[src/rtl/clk_edge_monitor.sv]
// Edge detector and period monitor for an external divided clock sampled in the clk_in domain.
// Period stability is tracked by an UNLOCKED / ACQUIRE / LOCKED state machine with loss detection.
module clk_edge_monitor #(
   parameter int EXP_PERIOD = 4,
   parameter int TOL        = 1,
   parameter int LOCK_COUNT = 8,
   parameter int TIMEOUT    = 16
) (
   input  logic       clk_in,
   input  logic       reset,
   input  logic       clk_ext,
   output logic       rise_pulse,
   output logic       fall_pulse,
   output logic [7:0] period,
   output logic       period_valid,
   output logic       locked,
   output logic       lost_pulse
);

   typedef enum logic [1:0] {
      UNLOCKED = 2'd0,
      ACQUIRE  = 2'd1,
      LOCKED   = 2'd2
   } state_t;

   localparam int LO_INT = (EXP_PERIOD > TOL) ? (EXP_PERIOD - TOL) : 0;
   localparam int HI_INT = ((EXP_PERIOD + TOL) > 255) ? 255 : (EXP_PERIOD + TOL);
   localparam int TO_INT = (TIMEOUT > 255) ? 255 : ((TIMEOUT < 1) ? 1 : TIMEOUT);
   localparam int LC_INT = (LOCK_COUNT > 15) ? 15 : ((LOCK_COUNT < 1) ? 1 : LOCK_COUNT);

   localparam logic [7:0] PER_LO   = LO_INT[7:0];
   localparam logic [7:0] PER_HI   = HI_INT[7:0];
   localparam logic [7:0] TO_LIM   = TO_INT[7:0];
   localparam logic [3:0] LOCK_LIM = LC_INT[3:0];

   logic       s1, s2, s3;
   logic [1:0] fill;
   logic       rise, fall, good, timeout;
   logic [7:0] cnt, cnt_next;
   logic [3:0] gcnt, gcnt_next, gcnt_inc;
   state_t     state, state_next;
   logic [7:0] period_next;
   logic       period_valid_next, lost_next;

   // Two-flop synchronizer plus history flop; fill records how many real samples have entered the chain.
   always_ff @(posedge clk_in or posedge reset) begin
      if (reset) begin
         s1   <= 1'b0;
         s2   <= 1'b0;
         s3   <= 1'b0;
         fill <= 2'd0;
      end else begin
         s1 <= clk_ext;
         s2 <= s1;
         s3 <= s2;
         if (fill != 2'd3) begin
            fill <= fill + 2'd1;
         end
      end
   end

   // Edges count only once s3 holds a genuine sample, so a high level at reset release is no rise.
   assign rise     = s2 & ~s3 & (fill == 2'd3);
   assign fall     = ~s2 & s3 & (fill == 2'd3);
   assign good     = (cnt >= PER_LO) && (cnt <= PER_HI);
   assign timeout  = ~rise & (cnt >= TO_LIM);
   assign gcnt_inc = (gcnt == 4'hF) ? gcnt : (gcnt + 4'd1);
   assign cnt_next = rise ? 8'd1 : ((cnt == 8'hFF) ? cnt : (cnt + 8'd1));

   // Lock tracking; a rise in the same cycle as the timeout threshold takes priority over the timeout.
   always_comb begin
      state_next        = state;
      gcnt_next         = gcnt;
      period_next       = period;
      period_valid_next = period_valid;
      lost_next         = 1'b0;
      if (rise) begin
         if (state == UNLOCKED) begin
            state_next = ACQUIRE;
            gcnt_next  = 4'd0;
         end else begin
            period_next       = cnt;
            period_valid_next = 1'b1;
            if (good) begin
               if (state == ACQUIRE) begin
                  gcnt_next = gcnt_inc;
                  if (gcnt_inc >= LOCK_LIM) begin
                     state_next = LOCKED;
                  end
               end
            end else begin
               gcnt_next = 4'd0;
               if (state == LOCKED) begin
                  state_next = ACQUIRE;
                  lost_next  = 1'b1;
               end
            end
         end
      end else if (timeout) begin
         state_next        = UNLOCKED;
         period_valid_next = 1'b0;
         lost_next         = (state == LOCKED);
      end
   end

   // All outputs are registered so they change together one cycle after the detected edge.
   always_ff @(posedge clk_in or posedge reset) begin
      if (reset) begin
         state        <= UNLOCKED;
         cnt          <= 8'd0;
         gcnt         <= 4'd0;
         period       <= 8'd0;
         period_valid <= 1'b0;
         locked       <= 1'b0;
         lost_pulse   <= 1'b0;
         rise_pulse   <= 1'b0;
         fall_pulse   <= 1'b0;
      end else begin
         state        <= state_next;
         cnt          <= cnt_next;
         gcnt         <= gcnt_next;
         period       <= period_next;
         period_valid <= period_valid_next;
         locked       <= (state_next == LOCKED);
         lost_pulse   <= lost_next;
         rise_pulse   <= rise;
         fall_pulse   <= fall;
      end
   end

endmodule
[config.mk]
export PLATFORM = sky130hd
export DESIGN_NAME = clk_edge_monitor
export DESIGN_NICKNAME = d
export VERILOG_FILES = /design/src/rtl/clk_edge_monitor.sv
export SDC_FILE = /design/constraint.sdc
export NUM_CORES = 1
export LEC_CHECK = 0
export CAP_MARGIN = 25
export CORE_AREA = 4 4 79 81
export DETAILED_ROUTE_END_ITERATION = 12
export DIE_AREA = 0 0 83 85
export HOLD_SLACK_MARGIN = 0.06
export PLACE_DENSITY_LB_ADDON = 0.12
export SYNTH_ARGS = -nofsm -noshare
export SYNTH_HDL_FRONTEND = slang
export SYNTH_SLANG_ARGS = --single-unit
[constraint.sdc]
create_clock -name clk_in -period 1.9 [get_ports clk_in]
set_input_delay 0.475 -clock clk_in [delete_from_list [all_inputs] [get_ports clk_in]]
set_output_delay 0.475 -clock clk_in [all_outputs]
set_load 0.005 [all_outputs]
==> impl_results.md, run 1 <==
- Power Density: 1170 nW/µm²
- Setup CP Type: reg2reg
- Via count: ~1100
- Crit end category: flip-flop
- TritonCTS Buffers: 5
- Post-synthesis cell count: 135
- Synth-to-Final Area Change: 32.3%
- Root Driver: clkbuf_8
- Initial Utilization: 27.6%
- Area post-placement: 1820 µm²
- # port buffers: 15
- Post-route ant nets: 0
- Die height: 85 µm
- Max Used Layer: met4
- TritonCTS clock tree: done
- Leak: just under 0.0009 µW
- Max IR drop VDD: 640 µV
- Final WL: 3.12 mm
- First-pass iteration count of the detailed router: 4
- Slowest CP cell: dfrtp_1
- Final setup margin: roughly 0.14 ns
- N_diodes: 0
- Largest net degree at the start of global routing: 33
- Die span in x: 83 µm
- M1 wire length: roughly 1.4 mm
- H-tree levels: 2
- Global-route wire length before repair: 5.49 mm
- Hold Violations, Final: 0
- Avg Vias per Cell: 4.64
- Nets: 178
- Worst-path maximum fanout: 6
- Clk slew on worst S/H paths: 0.07 ns
- GRT Total Usage: 9.79%
- Detail Placement HPWL: 2.23 mm
- Slew margin rel.: 72.9%
- Grt ovf: 0
- Worst Hold Class: reg2reg
- # IOs: 16
- #FFs+latches synth: 32
- Yosys top cell by area: dfrtp_1
- Synthesized cell area: 1510 µm²
- Total power: 2330 µW
- Critical Path Start Type: flip-flop
- Max frequency: 567 MHz
- Num Clock Sinks: 32
- Yosys warns: 0
- Layout cell share with drive strength beyond 1: a little under a quarter
- Tightest Pin Transition: 0.407 ns
- Iteration-0 DRC Markers: 33
- Unrepaired setup endpoints after global routing: no
- Status: complete, no violations
- Initial antenna violation count: 0
- Critical Path Most Common Cell: o211ai_1
- Met2 WL: 1.56 mm
- Worst path bufs/invs: 1
- Row count: 27
- Worst path required time: 2.05 ns
- CP delay by family, top: simple AND/OR/NAND/NOR gates
- Syn_nets: 144
- Sequential fraction of the synthesis area: a little over half
- MaxCap Viol Count: 0
- Floorplan core area: 5470 µm²
- Top-area cell type share of the netlist area: 53.1%
- GP Congestion: between 0.8 and 0.9
- Routed len/inst: 12.9 µm
- Final setup viols: 0
- Number of global-route vias before repair: 1193
- Final Cycle Share: between 90% and 100%
- Syn_area_per_cell: 11.2 µm²
- Design area: 2000 µm²
- Die Area: 7060 µm²
- Arrival time worst endpoint: 1.92 ns
- DRC viols: 0
- Max clock buf depth: 2
- Minimum clock period after layout: 1.76 ns
- Top cells by area, synth: dfrtp_1, mux2_2, ha_1
- Cell Chain, Critical Path: inv_1 > ha_1 > or3b_1 > and4_1 > o211ai_1 > o211ai_1
- Worst-Skew Late Latency: 0.28 ns
- Fin Hold WS: 0.356 ns
- Setup TNS Final: 0 ns
- Distinct cells, synth: 40
- Max incr delay on CP: 0.43 ns
- Pre-CTS WS: 0.105 ns
- Pins Over Slew Limit: 0
- WL met3: 92 µm
- Clock skew: 0.00634 ns
==> area by class of cell <==
cell class	count	area (µm²)
Inverter	7	30.0
Tap cell	72	90.1
Fill cell	556	3480
Sequential cell	32	802
Clock buffer	7	96.3
Timing Repair Buffer	30	263
Multi-Input combinational cell	93	686
Clock inverter	1	30.0
==> registers in the layout, summed over array words and instances, names as in the netlist <==
register,flops
s3,1
lost_pulse,1
rise_pulse,1
fill,2
state,2
locked,1
period,8
fall_pulse,1
period_valid,1
gcnt,4
s1,1
cnt,8
s2,1
==> power by group <==
group,switching (µW),total (µW),internal (µW)
logic,305,677,372
clock network,245,708,463
registers,130,943,813
==> cells by family (layout without fill, tap and decap cells) <==
| logic type | Yosys count | in the layout | synth area share (%) |
|---|---|---|---|
| compound gates | 27 | 27 | 12.3 |
| simple gates | 47 | 47 | 18.0 |
| flops | 32 | 32 | 53.1 |
| fa+ha+maj | 6 | 6 | 4.97 |
| buf+inv | 10 | 45 | 2.57 |
| xor+xnor | 3 | 3 | 1.74 |
| mux | 10 | 10 | 7.38 |
==> path summary, 6_finish.rpt <==
kind / endpoint / cells past startpoint / startpoint / slack (ns)
max reg2reg: gcnt[1]$_DFFE_PP0P_ / 6 / cnt[1]$_DFFE_PP0P_ / 0.14
max: gcnt[1]$_DFFE_PP0P_ / 6 / cnt[1]$_DFFE_PP0P_ / 0.14
max in group asynchronous: cnt[0]$_DFFE_PP0P_ / 3 / reset / 1.01
min reg2reg: s2$_DFF_PP0_ / 0 / s1$_DFF_PP0_ / 0.36
min in group asynchronous: cnt[5]$_DFFE_PP0P_ / 3 / reset / 0.58
min: s2$_DFF_PP0_ / 0 / s1$_DFF_PP0_ / 0.36
==> stage by stage <==
step / util (%) / std cells
global route: 36.5 / 242
global placement: 33.2 / 230
CTS: 35.6 / 238
finish: 36.5 / 242
floorplan: - / 135
detailed placement: 33.2 / 230
==> timing repair <==
| item | 4_1_cts | 5_1_grt |
|---|---|---|
| hold buffers | 0 | 0 |
| setup buffers | 0 | 4 |
| setup endpoints to repair | 0 | 6 |
| gates resized for setup | 0 | 5 |
==> synth_stat cells <==
cell type   n
dfrtp_1    32
nor2_1     10
mux2_2      9
nand2_1     8
inv_1       7
ha_1        6
nand4_1     5
a21oi_1     4
and3_1      4
nand3_1     4
o21ai_0     4
a31oi_1     3
nor2b_1     3
nor3_1      3
o211ai_1    3
a21o_1      2
clkbuf_1    2
nand3b_1    2
o31ai_1     2
xor2_1      2
a22oi_1     1
a32oi_1     1
and3b_1     1
and4_1      1
buf_2       1
mux2i_1     1
nand2b_1    1
nor3b_1     1
nor4_1      1
nor4_4      1
o2111ai_1   1
o211a_1     1
o21a_1      1
o21ai_1     1
o21ba_2     1
o21bai_1    1
o41ai_1     1
or3b_1      1
or4_4       1
xnor2_1     1
==> routing by layer <==
layer	up-vias	global-route usage [%]
li1	557	-
met1	548	11.2
met4	0	5.05
met5	-	0
met2	12	16.2
met3	5	3.50
==> layout by cell type (no fill, tap or decap), types with 2 or more instances in the layout <==
| master | instances |
|---|---|
| dfrtp_1 | 31 |
| clkdlybuf4s50_1 | 15 |
| buf_4 | 15 |
| nor2_1 | 10 |
| mux2_2 | 9 |
| nand2_1 | 8 |
| clkbuf_8 | 7 |
| inv_1 | 6 |
| ha_1 | 6 |
| nand4_1 | 5 |
| nand3_1 | 4 |
| a21oi_1 | 4 |
| and3_1 | 4 |
| o21ai_0 | 4 |
| nor3_1 | 3 |
| o211ai_1 | 3 |
| nor2b_1 | 3 |
| nand3b_1 | 2 |
| o31ai_2 | 2 |
| xor2_1 | 2 |
| a21o_1 | 2 |
| a31oi_1 | 2 |
(Power assumes the default switching activity.)
==> run 2: changes to the inputs <==
--- a/config.mk
+++ b/config.mk
@@ -6,11 +6,12 @@
 export NUM_CORES = 1
 export LEC_CHECK = 0
 export CAP_MARGIN = 25
-export CORE_AREA = 4 4 79 81
+export CORE_AREA = 2 2 77 79
 export DETAILED_ROUTE_END_ITERATION = 12
-export DIE_AREA = 0 0 83 85
+export DIE_AREA = 0 0 79 81
 export HOLD_SLACK_MARGIN = 0.06
 export PLACE_DENSITY_LB_ADDON = 0.12
+export REMOVE_ABC_BUFFERS = 1
 export SYNTH_ARGS = -nofsm -noshare
 export SYNTH_HDL_FRONTEND = slang
 export SYNTH_SLANG_ARGS = --single-unit
==> constraint.sdc (replaced) <==
create_clock -name clk_in -period 1.6 [get_ports clk_in]
set_input_delay 0.4 -clock clk_in [delete_from_list [all_inputs] [get_ports clk_in]]
set_output_delay 0.4 -clock clk_in [all_outputs]
set_load 0.005 [all_outputs]
==> run 2 against run 1 <==
Compared with the run above:
- the run now ends with negative setup slack left
- hold slack better by 0.0034 ns
- flip-flop and latch count stayed put
- cell count rose by 12%
- clock power fell by 7.2%
- count of clock-buffer cells in the layout unchanged
- combinational power rose by 71%
- final area grew 15%
- worst setup slack lost 0.25 ns
- die area shrank 9.3%
- wire length grew 12%
- critical path type unchanged
- largest cell class unchanged
- largest power group is now combinational cells
- highest routed layer unchanged
==> impl_results.md, run 2 (same netlist as run 1, synthesis figures left out) <==
- Status: complete, but fails checks
- Failing checks: negative setup slack
- Tightest Pin Transition: 0.265 ns (-0.142 ns)
- Die Area: 6400 µm² (-9.3%)
- Clock skew: 0.00690 ns (+0.000561 ns)
- # IOs: 16 (unchanged)
- Routed len/inst: 13.0 µm (+0.39%)
- Detail Placement HPWL: 2.42 mm (+8.9%)
- Max clock buf depth: 2 (unchanged)
- Leak: 0.00105 µW (+20%)
- Pre-CTS WS: -0.264 ns (-0.368 ns)
- H-tree levels: 2 (unchanged)
- Fillcell total: 566 (+1.8%)
- Commonest non-fill, non-tap cell in the layout: buf_4
- GP Congestion: 0.755 (-8.9%)
- Via count: 1228 (+9.4%)
- Largest net degree at the start of global routing: 33 (unchanged)
- Setup CP Type: reg2reg
- Crit end category: flip-flop
- Hold Buf Count CTS: 0 (unchanged)
- Avg Vias per Cell: 4.55 (-1.9%)
- Worst-Skew Late Latency: 0.29 ns (about the same)
- TritonCTS clock tree: done
- Final setup viols: 6 (+6)
- Final setup margin: -0.115 ns (-0.251 ns)
- Post-route ant nets: 0 (unchanged)
- Max IR drop VDD: 490 µV (-23%)
- First-pass iteration count of the detailed router: 4 (unchanged)
- Worst-path maximum fanout: 4 (-2)
- Power Density: 1260 nW/µm² (+8.3%)
- # port buffers: 15 (unchanged)
- Most frequent cells in the layout: buf_4, dfrtp_1, clkdlybuf4s50_1, nor2_1, mux2_2
- Die span in x: 79 µm (-4.8%)
- TritonCTS Buffers: 5 (unchanged)
- Regs by FF count: cnt (8), period (8), gcnt (4)
- Layout cell share with drive strength beyond 1: 39.5% (+16 points)
- Initial antenna violation count: 0 (unchanged)
- Grt ovf: 0 (unchanged)
- MaxCap Viol Count: 0 (unchanged)
- Initial Utilization: 26.6% (-0.98 points)
- Fin Hold WS: 0.359 ns (+0.00341 ns)
- Synth-to-Final Area Change: 52.7%
- Worst Hold Class: reg2reg
- Max frequency: 583 MHz (+2.9%)
- Arrival time worst endpoint: 1.92 ns (about the same)
- Critical Path Start Type: flip-flop
- Iteration-0 DRC Markers: 20 (-39%)
- Nets: 203 (+14%)
- Hold Violations, Final: 0 (unchanged)
- DRC viols: 0 (unchanged)
- Final WL: 3.50 mm (+12%)
- Global-route wire length before repair: 6.13 mm (+12%)
- Floorplan core area: 5680 µm² (+3.7%)
- Num Clock Sinks: 32 (unchanged)
- Number of global-route vias before repair: 1309 (+9.7%)
- Unrepaired setup endpoints after global routing: yes
- Row count: 28 (+3.7%)
- Worst path required time: 1.80 ns (-0.25 ns)
- Minimum clock period after layout: 1.71 ns (-0.0490 ns)
- GRT Total Usage: 12.6% (+2.8 points)
- Slew margin rel.: 81.8% (+9.0 points)
- Clk slew on worst S/H paths: 0.07 ns (about the same)
- Pins Over Slew Limit: 0 (unchanged)
- N_diodes: 0 (unchanged)
- Final Cycle Share: 107% (+14 points)
- Root Driver: clkbuf_8
- Die height: 81 µm (-4.7%)
-- run 2: changes by cell type in the layout (fill, tap and decap cells not counted), moves of 2 or more --
cell             delta
buf_4              +21
ha_1                -4
buf_12              +3
ha_2                +3
clkdlybuf4s50_1     -2
dlymetal6s2s_1      +2
nor3_1              -2
o21ai_0             -2
-- run 2: cell type report --
cell class                 count  area (µm²)  area share, %
sequential                    32         801           34.7
multi-input combinational     93         793           34.4
timing repair buffer          55         497           21.6
tap                           75        93.8           4.07
clock buffer                   7        86.3           3.75
inverter                       7        26.3           1.14
clock inverter                 1        7.51          0.326
-- run 2: report_power, final --
group | internal (µW) | leakage (µW) | switching (µW)
combinational | 663 | 0.000607 | 502
clock | 349 | 0.0000445 | 308
sequential | 965 | 0.000402 | 124
-- run 2: through the flow --
stage | setup TNS [ns] | util, % | cells | total power, µW | area [µm²]
6_report | -0.501 | 40.6 | 270 | 2910 | 2300
5_1_grt | -1.23 | 40.6 | 270 | 3120 | 2300
4_1_cts | -0.507 | 38.5 | 266 | 2890 | 2190
3_5_place_dp | -1.17 | 35.1 | 252 | 2060 | 1990
3_3_place_gp | -0.768 | 35.1 | 252 | 2050 | 1990
2_1_floorplan | -2.79 | - | 132 | 1580 | 1500
-- run 2: path summary, 6_finish.rpt --
path                                         start               endpoint  slack [ns]  cells after the start
worst min-delay path                  s1$_DFF_PP0_           s2$_DFF_PP0_        0.36                      0
worst max-delay path            cnt[5]$_DFFE_PP0P_    gcnt[0]$_DFFE_PP0P_       -0.11                      5
worst max register to register  cnt[5]$_DFFE_PP0P_    gcnt[0]$_DFFE_PP0P_       -0.11                      5
worst min register to register        s1$_DFF_PP0_           s2$_DFF_PP0_        0.36                      0
min in group asynchronous                    reset  period[7]$_DFFE_PP0P_        0.44                      3
max in group asynchronous                    reset    gcnt[0]$_DFFE_PP0P_        0.98                      3
-- run 2: critical path, stage by stage, from the launching register on --
cell and delay [ns]:
dfrtp_1 0.38, or4_4 0.58, nor4_4 0.27, buf_4 0.18, o21ai_1 0.08, a22oi_2 0.15
-- run 2: layer usage --
metal	vias to the layer above	wire length [µm]	global-route usage [%]
met3	5	122	4.67
met2	24	1760	20.5
li1	611	-	-
met5	-	0	0
met4	0	53	5.00
met1	588	1560	15.3
-- run 2: repair_timing --
item / 4_1_cts / 5_1_grt
pin swaps: 9 / 9
setup buffers: 6 / 4
resized for setup: 11 / 18
setup endpoints to repair: 18 / 23
